## src/rtl/pipeline_ctrl_pkg.sv

```systemverilog
// Shared definitions for the pipeline controller: stall vectors, FSM encoding,
// default exception vector and the stall-priority helper.
package pipeline_ctrl_pkg;

    // Stall vector bit order: 0 PC, 1 IF, 2 ID, 3 EX, 4 MEM, 5 WB; 1 = hold.
    localparam logic [5:0] STALL_NONE = 6'b000000;
    localparam logic [5:0] STALL_IF   = 6'b000011;
    localparam logic [5:0] STALL_ID   = 6'b000111;
    localparam logic [5:0] STALL_EX   = 6'b001111;
    localparam logic [5:0] STALL_MEM  = 6'b011111;
    localparam logic [5:0] STALL_ALL  = 6'b111111;

    localparam logic [31:0] EXC_VECTOR_DEFAULT = 32'h0000_0020;
    localparam int          WDOG_W             = 8;

    typedef enum logic [1:0] {
        ST_RUN    = 2'd0,
        ST_FREEZE = 2'd1,
        ST_FLUSH  = 2'd2
    } state_t;

    // The deepest stalling stage wins: it must also hold everything upstream.
    function automatic logic [5:0] stall_prio(
        input logic req_if,
        input logic req_id,
        input logic req_ex,
        input logic req_mem
    );
        logic [5:0] v;
        v = STALL_NONE;
        if (req_mem)     v = STALL_MEM;
        else if (req_ex) v = STALL_EX;
        else if (req_id) v = STALL_ID;
        else if (req_if) v = STALL_IF;
        return v;
    endfunction

endpackage

```

## src/rtl/pipeline_ctrl_if.sv

```systemverilog
// Bundle between the pipeline stages and the controller: per-stage stall
// requests and exception commit in, stall/flush/redirect controls out.
interface pipeline_ctrl_if #(
    parameter int ADDR_W = 32
);
    import pipeline_ctrl_pkg::*;

    logic              stallreq_if;
    logic              stallreq_id;
    logic              stallreq_ex;
    logic              stallreq_mem;
    logic              exc_valid;
    logic              exc_eret;
    logic [ADDR_W-1:0] epc;

    logic [5:0]        stall;
    logic              flush;
    logic [ADDR_W-1:0] new_pc;
    logic              bus_err;
    logic              busy;
    state_t            dbg_state;

    // Stall is a level, not a handshake: a stage holds its register for every
    // cycle its bit is 1; flush is sampled by all stage registers on the edge.
    modport master (
        output stallreq_if, stallreq_id, stallreq_ex, stallreq_mem,
        output exc_valid, exc_eret, epc,
        input  stall, flush, new_pc, bus_err, busy, dbg_state
    );

    modport slave (
        input  stallreq_if, stallreq_id, stallreq_ex, stallreq_mem,
        input  exc_valid, exc_eret, epc,
        output stall, flush, new_pc, bus_err, busy, dbg_state
    );

endinterface

```

## src/rtl/pipeline_ctrl_stall_watchdog.sv

```systemverilog
// Counts consecutive data-memory wait cycles while the pipeline runs and flags
// expiry on the cycle the count reaches MEM_TIMEOUT.
module stall_watchdog
    import pipeline_ctrl_pkg::*;
#(
    parameter int MEM_TIMEOUT = 16
) (
    input  logic clk,
    input  logic rst,
    input  logic i_run,
    input  logic i_mem_req,
    output logic o_expire
);

    localparam logic [WDOG_W-1:0] LAST_CNT = WDOG_W'(MEM_TIMEOUT - 1);
    localparam logic [WDOG_W-1:0] MAX_CNT  = {WDOG_W{1'b1}};

    logic [WDOG_W-1:0] r_cnt;
    logic              w_counting;

    assign w_counting = i_run && i_mem_req;

    always_ff @(posedge clk or posedge rst) begin
        if (rst) begin
            r_cnt <= '0;
        end else if (!w_counting) begin
            r_cnt <= '0;
        end else if (r_cnt != MAX_CNT) begin
            r_cnt <= r_cnt + 1'b1;
        end
    end

    assign o_expire = w_counting && (r_cnt == LAST_CNT);

endmodule

```

## src/rtl/pipeline_ctrl.sv

```systemverilog
// Pipeline controller: merges stage stall requests and sequences exception,
// ERET and bus-error redirects through RUN -> FREEZE -> FLUSH.
module pipeline_ctrl
    import pipeline_ctrl_pkg::*;
#(
    parameter int                ADDR_W      = 32,
    parameter logic [ADDR_W-1:0] EXC_VECTOR  = ADDR_W'(EXC_VECTOR_DEFAULT),
    parameter int                MEM_TIMEOUT = 16
) (
    input  logic                   clk,
    input  logic                   rst,
    pipeline_ctrl_if.slave         bus
);

    state_t            r_state;
    state_t            w_state_nxt;
    logic [ADDR_W-1:0] r_target;
    logic [ADDR_W-1:0] w_target_nxt;
    logic              r_flush;
    logic [ADDR_W-1:0] r_new_pc;
    logic              r_bus_err;
    logic              r_busy;
    logic              w_run;
    logic              w_expire;
    logic              w_redirect;
    logic              w_bus_err_evt;
    logic [5:0]        w_stall;

    assign w_run = (r_state == ST_RUN);

    stall_watchdog #(
        .MEM_TIMEOUT (MEM_TIMEOUT)
    ) u_wdog (
        .clk       (clk),
        .rst       (rst),
        .i_run     (w_run),
        .i_mem_req (bus.stallreq_mem),
        .o_expire  (w_expire)
    );

    // A committed exception outranks a simultaneous watchdog expiry.
    assign w_bus_err_evt = w_run && w_expire && !bus.exc_valid;
    assign w_target_nxt  = (bus.exc_valid && bus.exc_eret) ? bus.epc : EXC_VECTOR;

    always_comb begin
        w_state_nxt = r_state;
        w_stall     = STALL_NONE;
        w_redirect  = 1'b0;
        case (r_state)
            ST_RUN: begin
                w_redirect = bus.exc_valid || w_expire;
                if (w_redirect) begin
                    w_stall     = STALL_ALL;
                    w_state_nxt = ST_FREEZE;
                end else begin
                    w_stall = stall_prio(bus.stallreq_if, bus.stallreq_id,
                                         bus.stallreq_ex, bus.stallreq_mem);
                end
            end
            ST_FREEZE: begin
                w_stall     = STALL_ALL;
                w_state_nxt = ST_FLUSH;
            end
            ST_FLUSH: begin
                w_stall     = STALL_NONE;
                w_state_nxt = ST_RUN;
            end
            default: begin
                w_stall     = STALL_NONE;
                w_state_nxt = ST_RUN;
            end
        endcase
        // Stall is combinational, so it must be forced quiet during reset too.
        if (rst) begin
            w_stall = STALL_NONE;
        end
    end

    always_ff @(posedge clk or posedge rst) begin
        if (rst) begin
            r_state <= ST_RUN;
        end else begin
            r_state <= w_state_nxt;
        end
    end

    always_ff @(posedge clk or posedge rst) begin
        if (rst) begin
            r_target  <= '0;
            r_flush   <= 1'b0;
            r_new_pc  <= '0;
            r_bus_err <= 1'b0;
            r_busy    <= 1'b0;
        end else begin
            if (w_redirect) begin
                r_target <= w_target_nxt;
            end
            // The target is published one cycle after capture so flush and
            // new_pc rise together on the FREEZE -> FLUSH edge.
            if (r_state == ST_FREEZE) begin
                r_new_pc <= r_target;
            end
            r_flush   <= (r_state == ST_FREEZE);
            r_bus_err <= w_bus_err_evt;
            r_busy    <= (w_state_nxt != ST_RUN);
        end
    end

    assign bus.stall     = w_stall;
    assign bus.flush     = r_flush;
    assign bus.new_pc    = r_new_pc;
    assign bus.bus_err   = r_bus_err;
    assign bus.busy      = r_busy;
    assign bus.dbg_state = r_state;

endmodule
```

## src/flat_wrapper.sv

```systemverilog
// flat-port wrapper written by rule: the top's interface ports become plain ports
module pipeline_ctrl_flat import pipeline_ctrl_pkg::*;
#(
    parameter int                ADDR_W      = 32,
    parameter logic [ADDR_W-1:0] EXC_VECTOR  = ADDR_W'(EXC_VECTOR_DEFAULT),
    parameter int                MEM_TIMEOUT = 16
)
  (clk, rst, bus_stallreq_if, bus_stallreq_id, bus_stallreq_ex, bus_stallreq_mem, bus_exc_valid, bus_exc_eret, bus_epc, bus_stall, bus_flush, bus_new_pc, bus_bus_err, bus_busy, bus_dbg_state);
  pipeline_ctrl_if #(.ADDR_W(ADDR_W)) bus_i ();
  input  logic clk;
  input  logic rst;
  input wire logic [$bits(bus_i.stallreq_if)-1:0] bus_stallreq_if;
  input wire logic [$bits(bus_i.stallreq_id)-1:0] bus_stallreq_id;
  input wire logic [$bits(bus_i.stallreq_ex)-1:0] bus_stallreq_ex;
  input wire logic [$bits(bus_i.stallreq_mem)-1:0] bus_stallreq_mem;
  input wire logic [$bits(bus_i.exc_valid)-1:0] bus_exc_valid;
  input wire logic [$bits(bus_i.exc_eret)-1:0] bus_exc_eret;
  input wire logic [$bits(bus_i.epc)-1:0] bus_epc;
  output wire logic [$bits(bus_i.stall)-1:0] bus_stall;
  output wire logic [$bits(bus_i.flush)-1:0] bus_flush;
  output wire logic [$bits(bus_i.new_pc)-1:0] bus_new_pc;
  output wire logic [$bits(bus_i.bus_err)-1:0] bus_bus_err;
  output wire logic [$bits(bus_i.busy)-1:0] bus_busy;
  output wire logic [$bits(bus_i.dbg_state)-1:0] bus_dbg_state;
  assign bus_i.stallreq_if = bus_stallreq_if;
  assign bus_i.stallreq_id = bus_stallreq_id;
  assign bus_i.stallreq_ex = bus_stallreq_ex;
  assign bus_i.stallreq_mem = bus_stallreq_mem;
  assign bus_i.exc_valid = bus_exc_valid;
  assign bus_i.exc_eret = bus_exc_eret;
  assign bus_i.epc = bus_epc;
  assign bus_stall = bus_i.stall;
  assign bus_flush = bus_i.flush;
  assign bus_new_pc = bus_i.new_pc;
  assign bus_bus_err = bus_i.bus_err;
  assign bus_busy = bus_i.busy;
  assign bus_dbg_state = bus_i.dbg_state;
  pipeline_ctrl #(.ADDR_W(ADDR_W), .EXC_VECTOR(EXC_VECTOR), .MEM_TIMEOUT(MEM_TIMEOUT)) u_core (.clk(clk), .rst(rst), .bus(bus_i));
endmodule
```

## config.mk

```make
export PLATFORM = sky130hd
export DESIGN_NAME = pipeline_ctrl_flat
export DESIGN_NICKNAME = d
export VERILOG_FILES = /design/src/rtl/pipeline_ctrl_pkg.sv /design/src/rtl/pipeline_ctrl_if.sv /design/src/rtl/pipeline_ctrl_stall_watchdog.sv /design/src/rtl/pipeline_ctrl.sv /design/src/flat_wrapper.sv
export SDC_FILE = /design/constraint.sdc
export NUM_CORES = 1
export LEC_CHECK = 0
export BUFFER_PORTS_ARGS = -buffer_cell sky130_fd_sc_hd__buf_2
export CAP_MARGIN = 15
export CORE_MARGIN = 2
export CORE_UTILIZATION = 48
export DETAILED_ROUTE_END_ITERATION = 7
export PLACE_DENSITY_LB_ADDON = 0.05
export SLEW_MARGIN = 10
export SYNTH_ARGS = -nofsm -noshare
export SYNTH_HDL_FRONTEND = slang
export SYNTH_SLANG_ARGS = --single-unit
export TNS_END_PERCENT = 10
```

## constraint.sdc

```tcl
create_clock -name clk -period 1.8 [get_ports clk]
set_input_delay 0.09 -clock clk [delete_from_list [all_inputs] [get_ports clk]]
set_output_delay 0.09 -clock clk [all_outputs]
set_load 0.01 [all_outputs]
```

Word level (Yosys, flattened, before mapping)
Index checks and enable logic that the tools add are counted. Widths: inputs -> output; s select.

Register bits after elaboration: 77. Input bits: 40. Output and inout port bits: 43. Logic and storage cells: 34.

$add $sub $neg: 1. Eq/ne operators: 4. Muxes and demuxes: 13. Reduce and logical (&&, ||, !) cells: 9.

Operator list (count): $mux 32 (1); $mux 6 (5); $mux 8 (2); $pmux 6 s2 (1); $add 8x1->8 const B (1); $eq 8x4->1 const B (1); $ne 8x8->1 const B (1); $logic_and 1x1->1 (5); $mux 2 (2); $pmux 2 s2 (1); $eq 2x1->1 const B (1); $logic_not 2->1 (1); $ne 2x1->1 const B (1); $reduce_bool 2->1 (1); $logic_not 1->1 (1); $logic_or 1x1->1 (1); $mux 1 (1).

Logic depth before layout (Yosys ltp)
Depth in word-level cells: 7. Gate-level depth with buffers: 6. Gate-level depth less buffers: 4.

Hierarchy
From an unflattened synthesis, not the netlist that was laid out.

Cell total of the unflattened synthesis: 277. Area total of the unflattened synthesis: 3354.5 um^2.

By module, submodules not included: pipeline_ctrl (instances 1, cells each 230, area each 2902.8 um^2); stall_watchdog (instances 1, cells each 47, area each 451.7 um^2).

Worst setup path after synthesis
Ideal clock, no wire load.

Path type: register to register. Start: register u_core.u_wdog.r_cnt[0]. End: register u_core.r_target[12]. Setup time: 126 ps. Data arrival time: 1463 ps. Data required time: 1674 ps. Setup slack: 211 ps. Cell stages (with the launch flop): 7. Period minus slack after synthesis: 1589 ps. Path through: dfrtp_1 ha_1 and3_2 buf_6 a31oi_4 buf_6 a221o_1.

Cells in the longest elaborated chain, start to end: 4.

RTL lines: start: declaration (RTL line pipeline_ctrl_stall_watchdog.sv:18) `logic [WDOG_W-1:0] r_cnt;`; start signal: assignment (RTL line pipeline_ctrl_stall_watchdog.sv:29) `r_cnt <= r_cnt + 1'b1;`; $eq 8x4->1 (RTL line pipeline_ctrl_stall_watchdog.sv:33) `assign o_expire = w_counting && (r_cnt == LAST_CNT);`; $logic_and 1x1->1 (RTL line pipeline_ctrl_stall_watchdog.sv:33); $logic_or 1x1->1 (RTL line pipeline_ctrl.sv:51) `w_redirect = bus.exc_valid || w_expire;`; $mux 1 (RTL line pipeline_ctrl.sv:49) `case (r_state)`; end signal: assignment (RTL line pipeline_ctrl.sv:96) `r_target <= w_target_nxt;`; end: declaration (RTL line pipeline_ctrl.sv:17) `logic [ADDR_W-1:0] r_target;`.

Every way passes these cells. A chain may end at the register's enable or synchronous reset.

Worst setup path in the final report
Start: register u_core.u_wdog.r_cnt[0]. End: output port bus_stall[5].

Cells in the longest elaborated chain, start to end: 6.

RTL lines: $eq 8x4->1 (RTL line pipeline_ctrl_stall_watchdog.sv:33); $logic_and 1x1->1 (RTL line pipeline_ctrl_stall_watchdog.sv:33); $logic_or 1x1->1 (RTL line pipeline_ctrl.sv:51); $mux 6 (RTL line pipeline_ctrl.sv:52) `if (w_redirect) begin`; $pmux 6 s2 (RTL line pipeline_ctrl.sv:49); $mux 6 (RTL line pipeline_ctrl.sv:74) `if (rst) begin`; end: declaration (RTL line flat_wrapper.sv:19) `output wire logic [$bits(bus_i.stall)-1:0] bus_stall;`.

Every way passes these cells.

==> qor.yml <==
clock_network:
  clock_sinks: 76
  cts_root_buf: "clkbuf_8"
  clock_path_buffers: 2
  h-tree-depth: 3
  clock_latency_ns: 0.34
  numCtsBuffers: 9
  clkTransAtPathRegs_ns: 0.07
  tritoncts: "yes"
run_status:
  status: "complete, no violations"
cells_and_area:
  final_util_pct: 65.4
  multi_input_area_um2: 1280
  drive_gt1_share_pct: 45.6
  syn2layout_area_growth_pct: 32.7
  stdcell_count: 457
  n_antenna_cell: 0
  seq_area_um2: 1900
  fin_nets: 414
  fillers: 515
  stdcell_area_um2: 4420
yosys:
  syn_area_um2: 3330
  synth_top_cell_by_area: "dfrtp_1"
  seq_area_frac_synth_pct: 57.1
  postSynthAreaPerCell_um2: 13.4
  synth_top_cell_area_share_pct: 57.1
  synth_fp_nets: 290
  synth_area_leaders: "dfrtp_1 57%, mux2_2 10%, a221o_1 8.7%, and2b_2 4.5%, nor2b_1 2.1%"
  yosys_warnings: 0
  synthCells: 249
  ys_ff_latch: 76
  ys_types: 37
setup_path:
  r2r_end: "u_core.r_target[20]$_DFFE_PP0P_"
  r2r_start: "u_core.u_wdog.r_cnt[4]$_DFFE_PP0P_"
  cp-end-kind: "output port"
  start_kind: "register"
  worstPathRequired_ns: 1.71
  cp_max_fo: 8
  regToRegSetupSlack_ns: 0.21
  critPathKind: "reg2out"
  worstPathArrival_ns: 1.61
  reg2regPathDepth: 4
die:
  start_util_pct: 49.3
  die_area_um2: 7620
  die_w_um: 87.3
  die_h_um: 87.3
  core_area_um2: 6760
  rows: 30
  ios: 83
global_routing:
  grt_max_degree: 77
  grt_antenna_before_repair: 0
  grt_pass1_vias: 2368
  grt_usage_pct: 20.1
  grt_pass1_wl_um: 11800
  grt.overflow.total: 0
route:
  dr_total_vias: 2431
  wl_per_cell_um: 16.0
  dr.pass1.iters: 4
  routed_wl_um: 7300
  vias_per_cell: 5.32
  ant_nets: 0
  drt_iter0_markers: 130
  drc_errors: 0
min_path:
  hold_end: "u_core.r_target[7]$_DFFE_PP0P_"
  min_from: "bus_epc[7]"
  hp-class: "in2reg"
  hold-path-cell-count: 2
placement:
  postPlaceCellArea_um2: 3840
  port_buffers: 82
  post-dp-hpwl_um: 4540
  dp_cells: 407
  place.gp.congestion: 0.787
timing:
  setup_viol: 0
  drv_slew: 0
  max_freq_mhz: 587
  worst_slew_pin_slew_ns: 0.418
  fin_crit_ns: 1.70
  fin_setup_tns_ns: 0
  whs_ns: 0.0125
  post-route-period-util_pct: 94.6
  max-slew-margin-rel_pct: 72.1
  skew_ns: 0.00892
  hold_viol: 0
power_and_ir_drop:
  p_per_area_nw_per_um2: 1300
  power.leakage_nw: 2.15
  ir_worst_vdd_uv: 569
job:
  drv_cap: 0
[state kept, by name, indices dropped and copies added, names as in the netlist]
register / count
u_core.bus.busy: 1
u_core.r_target: 32
u_core.bus.new_pc: 32
u_core.bus.bus_err: 1
u_core.bus.flush: 1
u_core.bus.dbg_state: 1
u_core.u_wdog.r_cnt: 8
[cells by family (layout without fill, tap and decap cells)]
| logic type | after synthesis | after routing | synth area share [%] |
|---|---|---|---|
| simple gates | 68 | 68 | 13.6 |
| buf+inv | 23 | 151 | 4.96 |
| mux | 31 | 31 | 10.5 |
| compound gates | 50 | 50 | 13.5 |
| flops | 76 | 76 | 57.1 |
| fa+ha+maj | 1 | 1 | 0.375 |
[cell usage after synthesis]
library cell / n
nor3_1: 10
nor4_4: 1
a221o_1: 29
and4_2: 1
buf_4: 2
clkbuf_1: 3
nand2b_1: 1
a31oi_1: 3
nand4_1: 2
o21ai_0: 3
and3_2: 1
nor4_1: 2
mux2_2: 31
a221oi_1: 1
o211ai_1: 1
inv_1: 5
nand3_1: 4
o31a_1: 1
buf_6: 6
nand2_1: 5
a221o_2: 2
dfrtp_1: 76
a211oi_1: 1
nor2b_1: 11
nor2_4: 1
and2b_1: 3
a21oi_1: 4
clkbuf_8: 2
and2b_2: 17
a21boi_0: 3
ha_1: 1
buf_2: 5
nor3b_1: 1
a31oi_4: 1
and3_1: 2
a21o_1: 1
nor2_1: 6
[critical path: stages, from the launching register on]
cell      delay (ns)
dfrtp_1         0.37
ha_1            0.17
and3_4          0.21
buf_6           0.13
nand3_2         0.10
a21boi_1        0.15
buf_2           0.15
[what timing repair did]
| action | CTS | global route |
|---|---|---|
| gates resized for setup | 0 | 6 |
| endpoints found under the hold margin | 107 | 0 |
| hold buffers | 32 | 0 |
| pin swaps | 0 | 1 |
| setup endpoints to repair | 1 | 4 |
| buffers inserted | 2 | 1 |
[layout make-up]
type / count / area share, %
flip-flops and latches: 76 / 43.0
multi-input cells: 150 / 29.0
repair buffers: 131 / 20.3
clock buffers: 11 / 3.20
well taps: 80 / 2.26
clock inverters: 4 / 1.67
inverters: 5 / 0.509
[where the power goes]
part / switching [mW] / leakage [nW] / internal (mW) / total (mW)
clock: 0.606 / 0.109 / 0.812 / 1.42
sequential: 0.361 / 0.954 / 2.30 / 2.66
combinational: 0.712 / 1.09 / 0.963 / 1.67
total: 1.68 / 2.15 / 4.08 / 5.76
[placed cells by master (no fill, tap or decap), types with 2 or more instances in the layout]
master / n
and3_1: 2
nor2_1: 6
a31oi_1: 3
a221o_2: 2
a221o_1: 29
nand4_1: 2
bufinv_16: 2
a21oi_1: 4
o21ai_0: 3
buf_2: 82
clkbuf_8: 10
dlygate4sd3_1: 32
dfrtp_1: 76
buf_4: 13
nand2_1: 5
and2b_2: 17
nand3_1: 3
mux2_2: 31
buf_12: 3
a21boi_1: 2
nor2b_1: 11
nor3_1: 10
and2b_1: 3
inv_1: 4
[worst max path at each step]
| stage | start | to | slack [ns] | cells past startpoint |
|---|---|---|---|---|
| 3_3_place_gp | u_core.u_wdog.r_cnt[4]$_DFFE_PP0P_ | u_core.r_target[17]$_DFFE_PP0P_ | 0.28 | 4 |
| 5_1_grt | u_core.u_wdog.r_cnt[0]$_DFFE_PP0P_ | bus_stall[5] | -0.005 | 6 |
| 3_5_place_dp | u_core.u_wdog.r_cnt[4]$_DFFE_PP0P_ | u_core.r_target[22]$_DFFE_PP0P_ | 0.23 | 4 |
| 2_1_floorplan | u_core.u_wdog.r_cnt[0]$_DFFE_PP0P_ | u_core.r_target[12]$_DFFE_PP0P_ | 0.21 | 6 |
| 6_report | u_core.u_wdog.r_cnt[0]$_DFFE_PP0P_ | bus_stall[5] | 0.1 | 6 |
| 4_1_cts | u_core.u_wdog.r_cnt[0]$_DFFE_PP0P_ | bus_stall[5] | 0.001 | 6 |
[per-layer routing]
layer  vias to the layer above  track usage, %  part of all wire [%]
li1                       1166               -                     -
met1                      1191            28.0                    47
met2                        63            30.6                    46
met3                        11            3.98                   4.6
met4                         0            8.67                   1.8
met5                         -               0                     0
[stage by stage]
step	power [mW]	setup slack (ns)
floorplan	3.67	0.211
global placement	4.25	0.279
detailed placement	4.32	0.234
CTS	5.81	0.00112
global route	6.10	-0.00527
finish	5.76	0.0976
Note: power is estimated with default switching activity, not from simulation.
